File: src/rtl/stack_exec_unit_if.sv
// Request/response bundle between the core controller and the operand-stack unit.
// The controller side issues opcodes and clears errors; the unit side reports stack state.
interface stack_exec_unit_if #(
   parameter int DATA_WIDTH = 8,
   parameter int CNT_WIDTH  = 5
);
   logic                  op_valid;
   logic                  op_ready;
   logic [3:0]            op_code;
   logic [DATA_WIDTH-1:0] din;
   logic                  err_clr;
   logic [DATA_WIDTH-1:0] tos;
   logic [DATA_WIDTH-1:0] nos;
   logic [CNT_WIDTH-1:0]  count;
   logic                  empty;
   logic                  full;
   logic                  carry;
   logic                  done;
   logic [1:0]            err_code;

   modport master (
      output op_valid, op_code, din, err_clr,
      input  op_ready, tos, nos, count, empty, full, carry, done, err_code
   );

   modport slave (
      input  op_valid, op_code, din, err_clr,
      output op_ready, tos, nos, count, empty, full, carry, done, err_code
   );
endinterface

File: src/rtl/stack_exec_unit.sv
// Operand-stack execution unit: LIFO of DATA_WIDTH words executing one stack/ALU op per
// accepted request, halting in ERR on overflow, underflow or illegal opcode until cleared.
module stack_exec_unit #(
   parameter int DATA_WIDTH = 8,
   parameter int DEPTH      = 16,
   parameter int CNT_WIDTH  = $clog2(DEPTH + 1)
) (
   input  logic              clk,
   input  logic              rst,
   stack_exec_unit_if.slave  bus
);
   localparam int IDX_WIDTH = $clog2(DEPTH);
   localparam logic [CNT_WIDTH-1:0] DEPTH_CNT = CNT_WIDTH'(DEPTH);

   localparam logic [3:0] OP_NOP  = 4'd0;
   localparam logic [3:0] OP_PUSH = 4'd1;
   localparam logic [3:0] OP_POP  = 4'd2;
   localparam logic [3:0] OP_DUP  = 4'd3;
   localparam logic [3:0] OP_SWAP = 4'd4;
   localparam logic [3:0] OP_OVER = 4'd5;
   localparam logic [3:0] OP_ADD  = 4'd6;
   localparam logic [3:0] OP_SUB  = 4'd7;
   localparam logic [3:0] OP_AND  = 4'd8;
   localparam logic [3:0] OP_OR   = 4'd9;
   localparam logic [3:0] OP_XOR  = 4'd10;

   typedef enum logic {RUN = 1'b0, ERR = 1'b1} state_t;

   state_t                 state_reg, state_next;
   logic [CNT_WIDTH-1:0]   count_reg, count_next;
   logic                   carry_reg, carry_next;
   logic                   done_reg, done_next;
   logic [1:0]             err_reg, err_next;

   logic [DATA_WIDTH-1:0]  mem [DEPTH];
   logic [IDX_WIDTH-1:0]   tos_idx, nos_idx, push_idx;
   logic [DATA_WIDTH-1:0]  t_val, n_val;

   logic                   accept, exec;
   logic                   is_illegal, is_grow, is_under, is_over;
   logic [CNT_WIDTH-1:0]   need;
   logic [DATA_WIDTH:0]    sum, diff;

   logic                   wr_a_en, wr_b_en;
   logic [IDX_WIDTH-1:0]   wr_a_idx, wr_b_idx;
   logic [DATA_WIDTH-1:0]  wr_a_data, wr_b_data;

   // Index arithmetic wraps harmlessly at low counts; the reads below are masked by count.
   assign tos_idx  = IDX_WIDTH'(count_reg - CNT_WIDTH'(1));
   assign nos_idx  = IDX_WIDTH'(count_reg - CNT_WIDTH'(2));
   assign push_idx = IDX_WIDTH'(count_reg);
   assign t_val    = (count_reg != '0) ? mem[tos_idx] : '0;
   assign n_val    = (count_reg >= CNT_WIDTH'(2)) ? mem[nos_idx] : '0;

   assign accept = bus.op_valid && bus.op_ready;
   assign sum    = {1'b0, n_val} + {1'b0, t_val};
   assign diff   = {1'b0, n_val} - {1'b0, t_val};

   always_comb begin
      need    = '0;
      is_grow = 1'b0;
      case (bus.op_code)
         OP_PUSH:          is_grow = 1'b1;
         OP_POP:           need = CNT_WIDTH'(1);
         OP_DUP: begin
            need    = CNT_WIDTH'(1);
            is_grow = 1'b1;
         end
         OP_OVER: begin
            need    = CNT_WIDTH'(2);
            is_grow = 1'b1;
         end
         OP_SWAP, OP_ADD, OP_SUB,
         OP_AND, OP_OR, OP_XOR: need = CNT_WIDTH'(2);
         default:          need = '0;
      endcase
      is_illegal = (bus.op_code > OP_XOR);
      is_under   = (count_reg < need);
      is_over    = is_grow && (count_reg == DEPTH_CNT);
      exec       = accept && !is_illegal && !is_under && !is_over;
   end

   // Datapath: at most two entry writes per op (SWAP needs both ports).
   always_comb begin
      count_next = count_reg;
      carry_next = carry_reg;
      wr_a_en    = 1'b0;
      wr_a_idx   = push_idx;
      wr_a_data  = bus.din;
      wr_b_en    = 1'b0;
      wr_b_idx   = nos_idx;
      wr_b_data  = t_val;
      if (exec) begin
         case (bus.op_code)
            OP_PUSH, OP_DUP, OP_OVER: begin
               wr_a_en    = 1'b1;
               wr_a_idx   = push_idx;
               wr_a_data  = (bus.op_code == OP_PUSH) ? bus.din :
                            (bus.op_code == OP_DUP)  ? t_val : n_val;
               count_next = count_reg + CNT_WIDTH'(1);
            end
            OP_POP: count_next = count_reg - CNT_WIDTH'(1);
            OP_SWAP: begin
               wr_a_en   = 1'b1;
               wr_a_idx  = tos_idx;
               wr_a_data = n_val;
               wr_b_en   = 1'b1;
            end
            OP_ADD, OP_SUB, OP_AND, OP_OR, OP_XOR: begin
               wr_a_en    = 1'b1;
               wr_a_idx   = nos_idx;
               count_next = count_reg - CNT_WIDTH'(1);
               case (bus.op_code)
                  OP_ADD: begin
                     wr_a_data  = sum[DATA_WIDTH-1:0];
                     carry_next = sum[DATA_WIDTH];
                  end
                  OP_SUB: begin
                     wr_a_data  = diff[DATA_WIDTH-1:0];
                     carry_next = diff[DATA_WIDTH];
                  end
                  OP_AND:  wr_a_data = n_val & t_val;
                  OP_OR:   wr_a_data = n_val | t_val;
                  default: wr_a_data = n_val ^ t_val;
               endcase
            end
            default: count_next = count_reg;
         endcase
      end
   end

   generate
      for (genvar gi = 0; gi < DEPTH; gi++) begin : g_entry
         logic [DATA_WIDTH-1:0] entry_reg;
         always_ff @(posedge clk) begin
            if (wr_a_en && (wr_a_idx == IDX_WIDTH'(gi))) begin
               entry_reg <= wr_a_data;
            end else if (wr_b_en && (wr_b_idx == IDX_WIDTH'(gi))) begin
               entry_reg <= wr_b_data;
            end
         end
         assign mem[gi] = entry_reg;
      end
   endgenerate

   always_ff @(posedge clk or posedge rst) begin
      if (rst) begin
         state_reg <= RUN;
         count_reg <= '0;
         carry_reg <= 1'b0;
         done_reg  <= 1'b0;
         err_reg   <= 2'b00;
      end else begin
         state_reg <= state_next;
         count_reg <= count_next;
         carry_reg <= carry_next;
         done_reg  <= done_next;
         err_reg   <= err_next;
      end
   end

   // Underflow outranks overflow so OVER on an empty stack reports underflow.
   always_comb begin
      state_next = state_reg;
      err_next   = err_reg;
      done_next  = exec;
      case (state_reg)
         RUN: begin
            if (accept && !exec) begin
               state_next = ERR;
               err_next   = is_illegal ? 2'b11 : (is_under ? 2'b10 : 2'b01);
            end
         end
         default: begin
            if (bus.err_clr) begin
               state_next = RUN;
               err_next   = 2'b00;
            end
         end
      endcase
   end

   always_comb begin
      bus.op_ready = (state_reg == RUN);
      bus.tos      = t_val;
      bus.nos      = n_val;
      bus.count    = count_reg;
      bus.empty    = (count_reg == '0);
      bus.full     = (count_reg == DEPTH_CNT);
      bus.carry    = carry_reg;
      bus.done     = done_reg;
      bus.err_code = err_reg;
   end
endmodule

File: src/flat_wrapper.sv
// flat-port wrapper written by rule: the top's interface ports become plain ports
module stack_exec_unit_flat 
#(
   parameter int DATA_WIDTH = 8,
   parameter int DEPTH      = 16,
   parameter int CNT_WIDTH  = $clog2(DEPTH + 1)
)
  (clk, rst, bus_op_valid, bus_op_code, bus_din, bus_err_clr, bus_op_ready, bus_tos, bus_nos, bus_count, bus_empty, bus_full, bus_carry, bus_done, bus_err_code);
  stack_exec_unit_if #(.DATA_WIDTH(DATA_WIDTH), .CNT_WIDTH(CNT_WIDTH)) bus_i ();
  input  logic clk;
  input  logic rst;
  input wire logic [$bits(bus_i.op_valid)-1:0] bus_op_valid;
  input wire logic [$bits(bus_i.op_code)-1:0] bus_op_code;
  input wire logic [$bits(bus_i.din)-1:0] bus_din;
  input wire logic [$bits(bus_i.err_clr)-1:0] bus_err_clr;
  output wire logic [$bits(bus_i.op_ready)-1:0] bus_op_ready;
  output wire logic [$bits(bus_i.tos)-1:0] bus_tos;
  output wire logic [$bits(bus_i.nos)-1:0] bus_nos;
  output wire logic [$bits(bus_i.count)-1:0] bus_count;
  output wire logic [$bits(bus_i.empty)-1:0] bus_empty;
  output wire logic [$bits(bus_i.full)-1:0] bus_full;
  output wire logic [$bits(bus_i.carry)-1:0] bus_carry;
  output wire logic [$bits(bus_i.done)-1:0] bus_done;
  output wire logic [$bits(bus_i.err_code)-1:0] bus_err_code;
  assign bus_i.op_valid = bus_op_valid;
  assign bus_i.op_code = bus_op_code;
  assign bus_i.din = bus_din;
  assign bus_i.err_clr = bus_err_clr;
  assign bus_op_ready = bus_i.op_ready;
  assign bus_tos = bus_i.tos;
  assign bus_nos = bus_i.nos;
  assign bus_count = bus_i.count;
  assign bus_empty = bus_i.empty;
  assign bus_full = bus_i.full;
  assign bus_carry = bus_i.carry;
  assign bus_done = bus_i.done;
  assign bus_err_code = bus_i.err_code;
  stack_exec_unit #(.DATA_WIDTH(DATA_WIDTH), .DEPTH(DEPTH), .CNT_WIDTH(CNT_WIDTH)) u_core (.clk(clk), .rst(rst), .bus(bus_i));
endmodule
File: config.mk
export PLATFORM = sky130hd
export DESIGN_NAME = stack_exec_unit_flat
export DESIGN_NICKNAME = d
export VERILOG_FILES = /design/src/rtl/stack_exec_unit_if.sv /design/src/rtl/stack_exec_unit.sv /design/src/flat_wrapper.sv
export SDC_FILE = /design/constraint.sdc
export NUM_CORES = 1
export LEC_CHECK = 0
export BUFFER_PORTS_ARGS = -buffer_cell sky130_fd_sc_hd__buf_2
export CAP_MARGIN = 20
export CORE_ASPECT_RATIO = 0.9
export CORE_UTILIZATION = 35
export DETAILED_ROUTE_END_ITERATION = 10
export SYNTH_ARGS = -nofsm -noshare
export SYNTH_HDL_FRONTEND = slang
export SYNTH_SLANG_ARGS = --single-unit
File: constraint.sdc
create_clock -name clk -period 7.65 [get_ports clk]
set_clock_uncertainty 0.05 [all_clocks]
set_input_delay 0.3825 -clock clk [delete_from_list [all_inputs] [get_ports clk]]
set_output_delay 0.3825 -clock clk [all_outputs]
set_load 0.02 [all_outputs]
==> results.env <==
GLOBALROUTETOTALUTIL=0.227
CP-END-KIND='register'
FLOORPLAN.ROWS=58
CRIT_REQUIRED_PS=7750
ROUTE.ANTENNA.REMAINING_NETS=0
POST-SYNTH-TOP-AREA-CELL='sky130_fd_sc_hd__edfxtp_1'
DETAIL_ROUTE.FIRST_PASS.ITERATIONS=5
NETLIST_AREA_MM2=0.00995
FINAL_CELL_MIX='sky130_fd_sc_hd__edfxtp_1 (128), sky130_fd_sc_hd__mux2i_1 (101), sky130_fd_sc_hd__mux4_2 (72)'
YOSYSSEQAREASHARE=0.411
YOSYS_REGISTER_BITS=138
NNETSFINAL=892
GLOBAL_ROUTE.OVERFLOW_TOTAL=0
AVGVIACOUNTPERCELL=6.36
TRITONCTS_NUM_SINKS=138
PIN_COUNT_OF_THE_BIGGEST_NET_ENTERING_GLOBAL_ROUTING=40
POSTSYNTHNETCOUNT=878
POSTPLACECELLAREA_MM2=0.0105
DIE_W_UM=180
OUTCOME='complete, no violations'
MAXCAPVIOLATIONS=0
POST_DRT_WL_PER_CELL_UM=27.0
CRIT_PATH_END='u_core.g_entry[8].entry_reg[7]'
AREA_DELTA_SYNTH_FINAL_PCT=11.5
OVERALL_VIA_COUNT_FROM_DETAIL_ROUTE=7709
PLACE.DETAILED.INSTANCES=1180
REPORT.FINAL.SLEW_VIOL_COUNT=0
CTS.HOLD.BUFFERS_ADDED=1
PORT_BUFFERS=43
DRT-INITIAL-DRC-COUNT=1048
MAX_FFS_PER_REGISTER=128
TIMING.CRITICAL_PATH.CELLS='inv_1, ha_1, buf_4, mux4_2, mux4_2, nand2_1, inv_1, ha_1, a21o_1, a31oi_1, o21ai_0, a2111oi_0, o31a_1, mux2i_1'
ANTENNA_FOUND_INITIAL=0
FINAL_MIN_PERIOD_OVER_CLOCK_PERIOD=0.809
ARRIVAL_TIME_WORST_ENDPOINT_PS=6290
YS_WARN_COUNT=0
SYNTH.AVG_CELL_AREA_UM2=12.0
INSTANCES_NO_FILL=1213
GP_CONGESTION=0.909
DESIGN.DIE.AREA_MM2=0.0291
CTS_RESIZED=0
DIE_H_UM=162
CLOCK_TREE.ROOT_CELL='sky130_fd_sc_hd__clkbuf_16'
YS.FLOP_TYPE='sky130_fd_sc_hd__edfxtp_1'
MOSTFREQUENTLAYOUTCELL='sky130_fd_sc_hd__edfxtp_1'
CLOCK_PATH_BUFFERS=2
FMAX_MHz=162
SLOWEST_DELAY_PS=780
CRITICAL_PATH.REG2REG.ENDPOINT='u_core.g_entry[8].entry_reg[7]'
REMAINING_DRC_ERRORS=0
CRIT_PATH_START='u_core.bus.count[0]'
SYNTH_AREA_LEADERS='sky130_fd_sc_hd__edfxtp_1 (39%), sky130_fd_sc_hd__mux4_2 (16%), sky130_fd_sc_hd__mux2i_1 (10%), sky130_fd_sc_hd__ha_1 (4.3%), sky130_fd_sc_hd__a21oi_1 (3.5%)'
MAXSLEWHEADROOM=0.339
CLOCK_LATENCY_ON_THE_WORST_SKEW_PAIR_PS=430
RSZ0062_AT_GRT='false'
NUM_IO_PINS=44
WORSTSETUPSTARTPOINTTYPE='register'
CTS_SETUP_BUFFERS=0
SETUP_VIOLATIONS=0
FILLER_CELL_COUNT=2623
SYNTH_CELL_TYPE_COUNT=76
REGTOREGSTARTPOINT='u_core.bus.count[0]'
FIRST_GLOBAL_VIAS=7349
WORST_HOLD_PATH_TYPE='in2reg'
DETAILEDPLACEMENTHPWL_MM=22.3
FINALCRITICALPERIOD_PS=6190
HOLD_VIOL_FINAL=0
EFFECTIVE_UTILIZATION_AT_FLOORPLAN=0.356
REG2REG_SETUP_SLACK_PS=1460
CTS_TREE='yes'
CRITICALPATHCATEGORY='reg2reg'
YOSYS_TOP_CELL_AREA_SHARE=0.386
MEASURED_SLEW_AT_THE_WORST_SLEW_CHECK_PIN_PS=991
FIRST_PASS_GRT_WIRE_LENGTH_MM=48.1
FIN_SETUP_TNS_PS=0
REG2REG_DEPTH=14
TRITONCTS.NUM_BUFFERS=17
SYNTH_ASYNC_SR_FLOP_SHARE=0.0725
ANTENNA_CELLS_INSERTED=0
PATH_CLK_SLEW_PS=70
DRIVE_ABOVE_1_SHARE=0.222
CTS_MAX_LEVEL=4
DESIGN_AREA_MM2=0.0111
SYNTH_EDF_COUNT=128
WORST-PATH-MAX-FANOUT=18
CRITPATHSLOWESTCELL='sky130_fd_sc_hd__ha_1'
SYNTHESIS.INSTANCES=826
CORE_AREA_MM2=0.0279
FINALWIRELENGTH_MM=32.8
[Yosys cell counts, types with 5 or more instances]
cell,instances
sky130_fd_sc_hd__edfxtp_1,128
sky130_fd_sc_hd__mux2i_1,101
sky130_fd_sc_hd__mux4_2,72
sky130_fd_sc_hd__a21oi_1,70
sky130_fd_sc_hd__nand2_1,53
sky130_fd_sc_hd__o21ai_0,52
sky130_fd_sc_hd__inv_1,35
sky130_fd_sc_hd__ha_1,34
sky130_fd_sc_hd__clkbuf_1,32
sky130_fd_sc_hd__buf_2,26
sky130_fd_sc_hd__nor2_1,24
sky130_fd_sc_hd__a21o_1,16
sky130_fd_sc_hd__dfrtp_1,10
sky130_fd_sc_hd__nand2b_1,10
sky130_fd_sc_hd__o211ai_1,9
sky130_fd_sc_hd__nand3_1,8
sky130_fd_sc_hd__nor3_1,8
sky130_fd_sc_hd__nor2b_1,7
sky130_fd_sc_hd__xnor2_1,7
sky130_fd_sc_hd__buf_4,6
sky130_fd_sc_hd__o22ai_1,6
sky130_fd_sc_hd__and2_1,5
[worst max-delay path, delay by kind of cell (launching register included)]
family | cells | cell delay [ps]
adder cells (fa/ha/maj) | 2 | 1150
AND/OR/NAND/NOR | 1 | 470
AO/OA/AOI/OAI | 5 | 1690
multiplexers | 3 | 1090
flip-flops | 1 | 470
buffers and inverters | 3 | 970
[per-layer routing]
layer / track usage / wire length (µm)
met5: 0 / 0
met4: 0.0788 / 842
met3: 0.0522 / 3410
met2: 0.338 / 14500
met1: 0.326 / 14000
[worst min-delay path by stage]
stage,cells after the start,start,endpoint
3_5_place_dp,2,rst,u_core.bus.count[3]
2_1_floorplan,1,rst,u_core.bus.carry
6_report,2,bus_err_clr,u_core.state_reg
5_1_grt,2,bus_err_clr,u_core.state_reg
4_1_cts,2,bus_err_clr,u_core.state_reg
3_3_place_gp,2,rst,u_core.bus.err_code[1]
[kinds of logic after synthesis]
kind of cell / synth area share
multiplexers: 0.276
AND/OR/NAND/NOR: 0.0777
adder cells (fa/ha/maj): 0.0468
AO/OA/AOI/OAI: 0.134
buffers and inverters: 0.0474
flip-flops: 0.411
XOR/XNOR: 0.00704
[stage by stage]
stage	setup slack [ps]	hold slack, ps	utilization
after floorplan	1800	173	-
after global placement	1600	347	0.374
after detailed placement	1630	349	0.374
after CTS	1580	119	0.397
after global routing	1080	139	0.397
final	1460	122	0.397
[cell type report]
cell class                      count  area [µm²]  share of cell area
Tap cell                          360         450              0.0406
Clock buffer                       17         425              0.0383
Timing Repair Buffer               65         383              0.0345
Inverter                           35         131              0.0118
Sequential cell                   138        4100               0.369
Clock inverter                     15         213              0.0192
Multi-Input combinational cell    583        5400               0.486
Power is not shown: default switching activity piles up to over one toggle a cycle in this logic, so the estimate is an artifact.
